==> config.mk <==
export PLATFORM = sky130hd
export DESIGN_NAME = bus_resp
export DESIGN_NICKNAME = d
export VERILOG_FILES = /design/src/rtl/bus_resp.sv
export SDC_FILE = /design/constraint.sdc
export NUM_CORES = 1
export LEC_CHECK = 0
export ABC_AREA = 1
export CORE_MARGIN = 3
export CORE_UTILIZATION = 58
export DETAILED_ROUTE_END_ITERATION = 16
export PLACE_DENSITY_LB_ADDON = 0.25
export RECOVER_POWER = 50
export SYNTH_ARGS = -nofsm -noshare
export SYNTH_HDL_FRONTEND = slang
export SYNTH_SLANG_ARGS = --single-unit
==> constraint.sdc <==
create_clock -name clk -period 4 [get_ports clk]
set_input_delay 1.2 -clock clk [delete_from_list [all_inputs] [get_ports clk]]
set_output_delay 1.2 -clock clk [all_outputs]
set_load 0.05 [all_outputs]
==> src/rtl/bus_resp.sv <==
// Memory-mapped bus responder: 8-byte window with wait-state stretching, scratch register and a 16-bit down-counting timer.
// Optional define BUS_RESP_PRESCALE_EN divides the timer tick by PRESCALE.
module bus_resp #(
    parameter logic [15:0] BASE     = 16'hFE00,
    parameter int          WAIT     = 1,
    parameter logic [7:0]  ID       = 8'hA5,
    parameter int          PRESCALE = 16
) (
    input  logic        clk,
    input  logic        reset,
    input  logic [15:0] AB,
    input  logic [7:0]  DO,
    input  logic        WE,
    output logic [7:0]  DI,
    output logic        RDY,
    output logic        IRQ
);

    localparam bit         W_HAS_WAIT = (WAIT != 0);
    localparam logic [2:0] WAIT_M1    = (WAIT > 0) ? 3'(WAIT - 1) : 3'd0;

    if (WAIT < 0 || WAIT > 7) begin : g_bad_wait
        $error("bus_resp: WAIT must be in 0..7");
    end
    if (PRESCALE < 1 || PRESCALE > 256) begin : g_bad_prescale
        $error("bus_resp: PRESCALE must be in 1..256");
    end

    typedef enum logic {S_IDLE, S_STALL} state_t;

    state_t      r_state, w_state_nxt;
    logic [2:0]  r_wcnt, w_wcnt_nxt;
    logic        w_hit, w_rdy, w_done;
    logic        w_wr, w_rd, w_lath_wr, w_tick, w_expire;
    logic [2:0]  w_off;
    logic [7:0]  w_rdata;

    logic [7:0]  r_scratch, r_hold, r_di;
    logic        r_en, r_ie, r_ar, r_tf;
    logic [15:0] r_lat, r_tmr;

    assign w_hit = (AB[15:3] == BASE[15:3]);
    assign w_off = AB[2:0];

    always_ff @(posedge clk or posedge reset) begin
        if (reset) begin
            r_state <= S_IDLE;
            r_wcnt  <= 3'd0;
        end else begin
            r_state <= w_state_nxt;
            r_wcnt  <= w_wcnt_nxt;
        end
    end

    // w_done marks the cycle whose closing edge commits the access.
    always_comb begin
        w_state_nxt = r_state;
        w_wcnt_nxt  = r_wcnt;
        w_rdy       = 1'b1;
        w_done      = 1'b0;
        case (r_state)
            S_IDLE: begin
                if (w_hit) begin
                    if (W_HAS_WAIT) begin
                        w_rdy       = 1'b0;
                        w_state_nxt = S_STALL;
                        w_wcnt_nxt  = WAIT_M1;
                    end else begin
                        w_done = 1'b1;
                    end
                end
            end
            S_STALL: begin
                if (r_wcnt == 3'd0) begin
                    w_done      = 1'b1;
                    w_state_nxt = S_IDLE;
                end else begin
                    w_rdy      = 1'b0;
                    w_wcnt_nxt = r_wcnt - 3'd1;
                end
            end
            default: w_state_nxt = S_IDLE;
        endcase
    end

    assign RDY = w_rdy | reset;
    assign DI  = r_di;
    assign IRQ = r_tf & r_ie;

    assign w_wr      = w_done & WE;
    assign w_rd      = w_done & ~WE;
    assign w_lath_wr = w_wr & (w_off == 3'd4);

`ifdef BUS_RESP_PRESCALE_EN
    localparam logic [7:0] PRE_MAX = 8'(PRESCALE - 1);
    logic [7:0] r_pre;

    always_ff @(posedge clk or posedge reset) begin
        if (reset) begin
            r_pre <= 8'd0;
        end else if (!r_en || w_lath_wr || r_pre == PRE_MAX) begin
            r_pre <= 8'd0;
        end else begin
            r_pre <= r_pre + 8'd1;
        end
    end

    assign w_tick = r_en & (r_pre == PRE_MAX) & ~w_lath_wr;
`else
    assign w_tick = r_en & ~w_lath_wr;
`endif

    assign w_expire = w_tick & (r_tmr == 16'd0);

    always_comb begin
        w_rdata = 8'h00;
        case (w_off)
            3'd0: w_rdata = r_scratch;
            3'd1: w_rdata = {5'b0, r_ar, r_ie, r_en};
            3'd2: w_rdata = {7'b0, r_tf};
            3'd3: w_rdata = r_lat[7:0];
            3'd4: w_rdata = r_lat[15:8];
            3'd5: w_rdata = r_tmr[7:0];
            3'd6: w_rdata = r_hold;
            3'd7: w_rdata = ID;
            default: w_rdata = 8'h00;
        endcase
    end

    // Timer update comes first so a same-cycle CTRL write overrides the expiry's EN clear.
    always_ff @(posedge clk or posedge reset) begin
        if (reset) begin
            r_scratch <= 8'h00;
            r_en      <= 1'b0;
            r_ie      <= 1'b0;
            r_ar      <= 1'b0;
            r_tf      <= 1'b0;
            r_lat     <= 16'h0000;
            r_tmr     <= 16'h0000;
            r_hold    <= 8'h00;
            r_di      <= 8'h00;
        end else begin
            if (w_tick) begin
                if (r_tmr != 16'd0) begin
                    r_tmr <= r_tmr - 16'd1;
                end else begin
                    r_tf <= 1'b1;
                    if (r_ar) r_tmr <= r_lat;
                    else      r_en  <= 1'b0;
                end
            end
            if (w_wr) begin
                case (w_off)
                    3'd0: r_scratch <= DO;
                    3'd1: {r_ar, r_ie, r_en} <= DO[2:0];
                    3'd2: if (DO[0] && !w_expire) r_tf <= 1'b0;
                    3'd3: r_lat[7:0] <= DO;
                    3'd4: begin
                        r_lat[15:8] <= DO;
                        r_tmr       <= {DO, r_lat[7:0]};
                    end
                    default: ;
                endcase
            end
            if (w_rd) begin
                r_di <= w_rdata;
                if (w_off == 3'd5) r_hold <= r_tmr[15:8];
            end
        end
    end

endmodule

# [After elaboration in Yosys (flattened, before gate mapping)]
# Index checks and enable logic that the tools add are counted.
[op_classes] n_eq_ne=10 muxes=26 n_addsub=2 bitwise_logic=10 n_reduce_logical=12
[op_table] op="2-to-1 mux 16 bit" count=5
[op_table] op="one-hot mux 8 bit (8 select lines)" count=1
[op_table] op="zero test 16 bit" count=1
[op_table] op="nonzero test 16 bit" count=1
[op_table] op="subtractor 16 x 1 -> 16 bit (second input constant)" count=1
[op_table] op="2-to-1 mux 1 bit" count=14
[op_table] op="equality test 13 bit (second input constant)" count=1
[op_table] op="equality test 3 bit (second input constant)" count=4
[op_table] op="AND reduction 2 bit" count=6
[op_table] op="AND 1 bit" count=6
[op_table] op="equality test 3 x 2 -> 1 bit (second input constant)" count=2
[op_table] op="zero test 3 bit" count=2
[op_table] op="2-to-1 mux 3 bit" count=2
[op_table] op="one-hot mux 1 bit (2 select lines)" count=3
[op_table] op="one-hot mux 3 bit (2 select lines)" count=1
[op_table] op="!= test 2 bit (second input constant)" count=2
[op_table] op="equality test 3 x 1 -> 1 bit (second input constant)" count=1
[op_table] op="inverter 1 bit" count=3
[op_table] op="subtractor 3 x 1 -> 3 bit (second input constant)" count=1
[op_table] op="logical AND 1 bit" count=1
[op_table] op="zero test 1 bit" count=1
[op_table] op="OR 1 bit" count=1
[totals] in_bits=27 out_inout_bits=10 ff_bits=64

# [Logic depth before layout (Yosys ltp)]
# Gate-level depths: netlist of run 1.
[depth] depth_word=13 depth_mapped=12 depth_no_buf=11

# [Worst setup path before layout of run 1]
# No wires, ideal clock.
[synth_path] path_kind="input-to-output" start="in reset" end="out RDY" stages=2 slack_ns=-0.480 t_arrival_ns=3.280 cell_sequence="inv_1 nand2_1"
[synth_via] elab_chain_len=1
[synth_lines] element="start: declaration" line="10" source="input logic reset,"
[synth_lines] element="OR 1 bit" line="86" source="assign RDY = w_rdy | reset;"
[synth_lines] element="end: declaration" line="15" source="output logic RDY,"
# No other way between the ends.

# [Worst setup path in the final report of run 1]
[layout_path] start="in AB[11]" end="out RDY"
[layout_via] elab_chain_len=4
[layout_lines] element="start: declaration" line="11" source="input logic [15:0] AB,"
[layout_lines] element="equality test 13 bit" line="42" source="assign w_hit = (AB[15:3] == BASE[15:3]);"
[layout_lines] element="2-to-1 mux 1 bit" line="63" source="if (w_hit) begin"
[layout_lines] element="one-hot mux 1 bit (2 select lines)" line="61" source="case (r_state)"
[layout_lines] element="OR 1 bit" line="86"
# No other way between the ends.

==> results.md, run 1 <==
* Run status: finished, violations left
* Failing checks: max-capacitance violations, max-slew violations
* Yosys warnings at 0
* Vias at 3789
* Setup tns final at 0 ns
* Crit. End Element: primary output
* Worst Slack Setup Final at 0.249 ns
* CP Class: input pin to primary output
* Setup-failing EPs final at 0
* Post-Syn Area at 3830 um^2
* Critical Path Slowest Stage Cell: dlygate4sd3_1
* Crit path top cell by count: nand2_1
* Initial Util at 62.2%
* Starting DRT DRC Count at 405
* Max-Slew Margin vs Limit at -6.42%
* Number of routed nets with antenna violations at 0
* Total wire length at 10500 um
* Post-CTS Setup Bufs at 0
* RSZ-0062 raised after global routing: no
* Post-DP HPWL at 7500 um
* Layout area overhead at 16.7%
* Clk_skew at 0.00888 ns
* Max Fclk at 267 MHz
* Ranking of synthesized cells by area: dfrtp_1 42%, nand2_1 15%, inv_1 7.8%
* Pre-CTS setup slack at 0.294 ns
* Drt drc at 0
* Initial antenna violation count at 0
* Final period util at 93.8%
* Largest net degree at the start of global routing at 65
* FF-to-FF path depth at 9
* Startpoint Class: input pin
* Fill count at 474
* CP top delay family: buffers and inverters
* Die H at 87.3 um
* Nets at 608
* Peak supply drop at 0.000493 V
* Yosys top cell by area: dfrtp_1
* Levels on crit path at 7
* Area share of the leading cell type in the synthesized netlist at 41.8%
* Row count at 28
* Pwr Density at 434 nW/um^2
* Num CTS Buffers at 9
* Most common cell after layout, fill and taps aside: nand2_1
* Depth of the CTS H-tree at 3
* CP Max Fanout at 4
* Seq/Total Area, Yosys at 41.8%
* Post-Syn Instances at 542
* Final min period at 3.75 ns
* Cts hold-fix bufs at 0
* Post-synthesis async set-or-reset flop share at 100%
* IO Count at 37
* Fraction of layout cells with a size suffix above 1 at 7.90%
* 1st-pass router iterations at 8
* Hold Crit Class: register to register
* DR vias/cell at 5.77
* Post-CTS resize count at 0
* Post-synthesis net count at 573
* Clk slew on worst S/H paths at 0.08 ns
* GRT Overall Usage at 28.7%
* Area of the core at 6170 um^2
* Seq cells post-synth at 64
* Most frequent cells in the layout: 157 x nand2_1, 79 x inv_1, 64 x dfrtp_1
* Max Slew Vio Count at 65
* Yosys cell types at 35
* Main synth FF type: dfrtp_1
* CP cell instances: dlygate4sd3_1 > nand2_1 > nor3b_1 > nand4_1 > nand2_1 > nand2_1 > buf_12
* CP arrival at 2.55 ns
* Worst-Skew Late Latency at 0.36 ns
* Crit path required time at 2.80 ns
* P_leak at 2.26 nW
* Final hold viol count at 0
* Total clock sinks at 64
* Diodes inserted at 0
* PortBufs at 36
* Actual slew at the worst max-slew pin at 1.60 ns
* GRT overflow at 0
* Placer Congestion at 0.956
* Die Wd at 87.3 um
* Post-synth EDFFs at 0
* Syn_area_per_cell at 7.07 um^2
* First-pass GRT wire length at 16800 um
* CTS tree: done
* CTS root buf: clkbuf_8
* Max-cap viol count at 1
* Vias in the first global route at 3543
* Bufs and invs on worst path at 2
* Crit path largest cell delay at 0.53 ns
* Routed len/inst at 16.0 um
* CTS max path bufs at 2
* Hold depth at 2
* Die footprint at 7620 um^2
==> cell usage after synthesis, types with 3 or more instances <==
cell      count
nand2_1     157
inv_1        80
dfrtp_1      64
o21ai_0      53
nor2_1       46
nand3_1      41
a21oi_1      14
o21ai_1      11
o22ai_1      10
buf_2         7
nor2_2        6
nand4_1       5
buf_6         4
ha_1          4
nor2_4        4
nor3_1        4
xor2_1        4
clkbuf_1      3
mux2_2        3
nand2_2       3
==> state kept, by name (all words and copies together) (netlist names), 3 cells and up <==
signal and count:
r_wcnt 3, r_lat 16, r_tmr 16, r_scratch 8
DI 8, r_hold 8
==> where the power goes <==
| part | internal, mW | switching, mW |
|---|---|---|
| Combinational | 0.157 | 0.283 |
| Clock | 0.422 | 0.289 |
| Sequential | 0.709 | 0.0824 |
| Total | 1.29 | 0.654 |
==> logic make-up (layout without fill, tap and decap cells) <==
kind of cell	after synthesis	in the layout	synth area share [%]
fa+ha+maj	4	4	1.31
buf+inv	99	139	10.8
mux	3	3	0.881
compound gates	94	94	13.0
simple gates	274	274	31.2
flops	64	64	41.8
xor+xnor	4	4	0.914
==> cell type report <==
class | count | area, um^2 | share of cell area [%]
multi-input cells | 379 | 1820 | 40.6
repair buffers | 39 | 390 | 8.73
well taps | 75 | 93.8 | 2.10
inverters | 84 | 320 | 7.16
flip-flops and latches | 64 | 1600 | 35.8
clock inverters | 7 | 128 | 2.85
clock buffers | 9 | 124 | 2.77
==> worst paths after layout <==
check / endpoint / slack [ns] / start
min in group asynchronous: r_wcnt[0] / 1.91 / reset
min reg2reg: DI[1] / 0.49 / DI[1]
max: RDY / 0.25 / AB[11]
max reg2reg: r_tmr[14] / 1.73 / r_wcnt[0]
min: DI[1] / 0.49 / DI[1]
max in group asynchronous: r_tmr[5] / 1.13 / reset
==> worst register-to-register path, stage by stage, from the launching register on <==
cell and delay (ns):
dfrtp_1 0.39, inv_1 0.08, ha_1 0.15, ha_1 0.19
nand3_1 0.21, nor2_4 0.39, inv_2 0.21, nand2_2 0.29
o21ai_0 0.11, o21bai_1 0.15
==> routing by layer <==
metal / part of all wire [%] / track usage [%] / vias up / wire length (um)
met5: 0 / 0 / - / 0
met4: 3.4 / 11.3 / 0 / 354
met3: 8.7 / 5.77 / 44 / 913
met2: 48 / 47.8 / 211 / 5010
met1: 40 / 36.5 / 1736 / 4230
li1: - / - / 1798 / -
==> metrics by stage <==
stage	hold slack (ns)	cell area, um^2	total power, mW	instances	utilization (%)
after global routing	0.520	4470	2.03	657	72.5
after floorplan	0.453	3840	1.09	542	-
final	0.487	4470	1.94	657	72.5
after global placement	0.466	4220	1.21	641	68.5
after detailed placement	0.465	4220	1.23	641	68.5
after CTS	0.486	4480	1.93	657	72.6
(Power assumes the default switching activity.)
==> run 2, diff against run 1 <==
Settings changed: SLEW_MARGIN set to 5.
==> results of run 2 <==
The final DEF is identical to that of run 1; final timing and power are the same.
==> run 3, diff against run 2 <==
Settings changed: CTS_CLUSTER_DIAMETER set to 50, HOLD_SLACK_MARGIN set to 0.03.
==> results of run 3 <==
The final DEF is identical to that of run 1; final timing and power are the same.
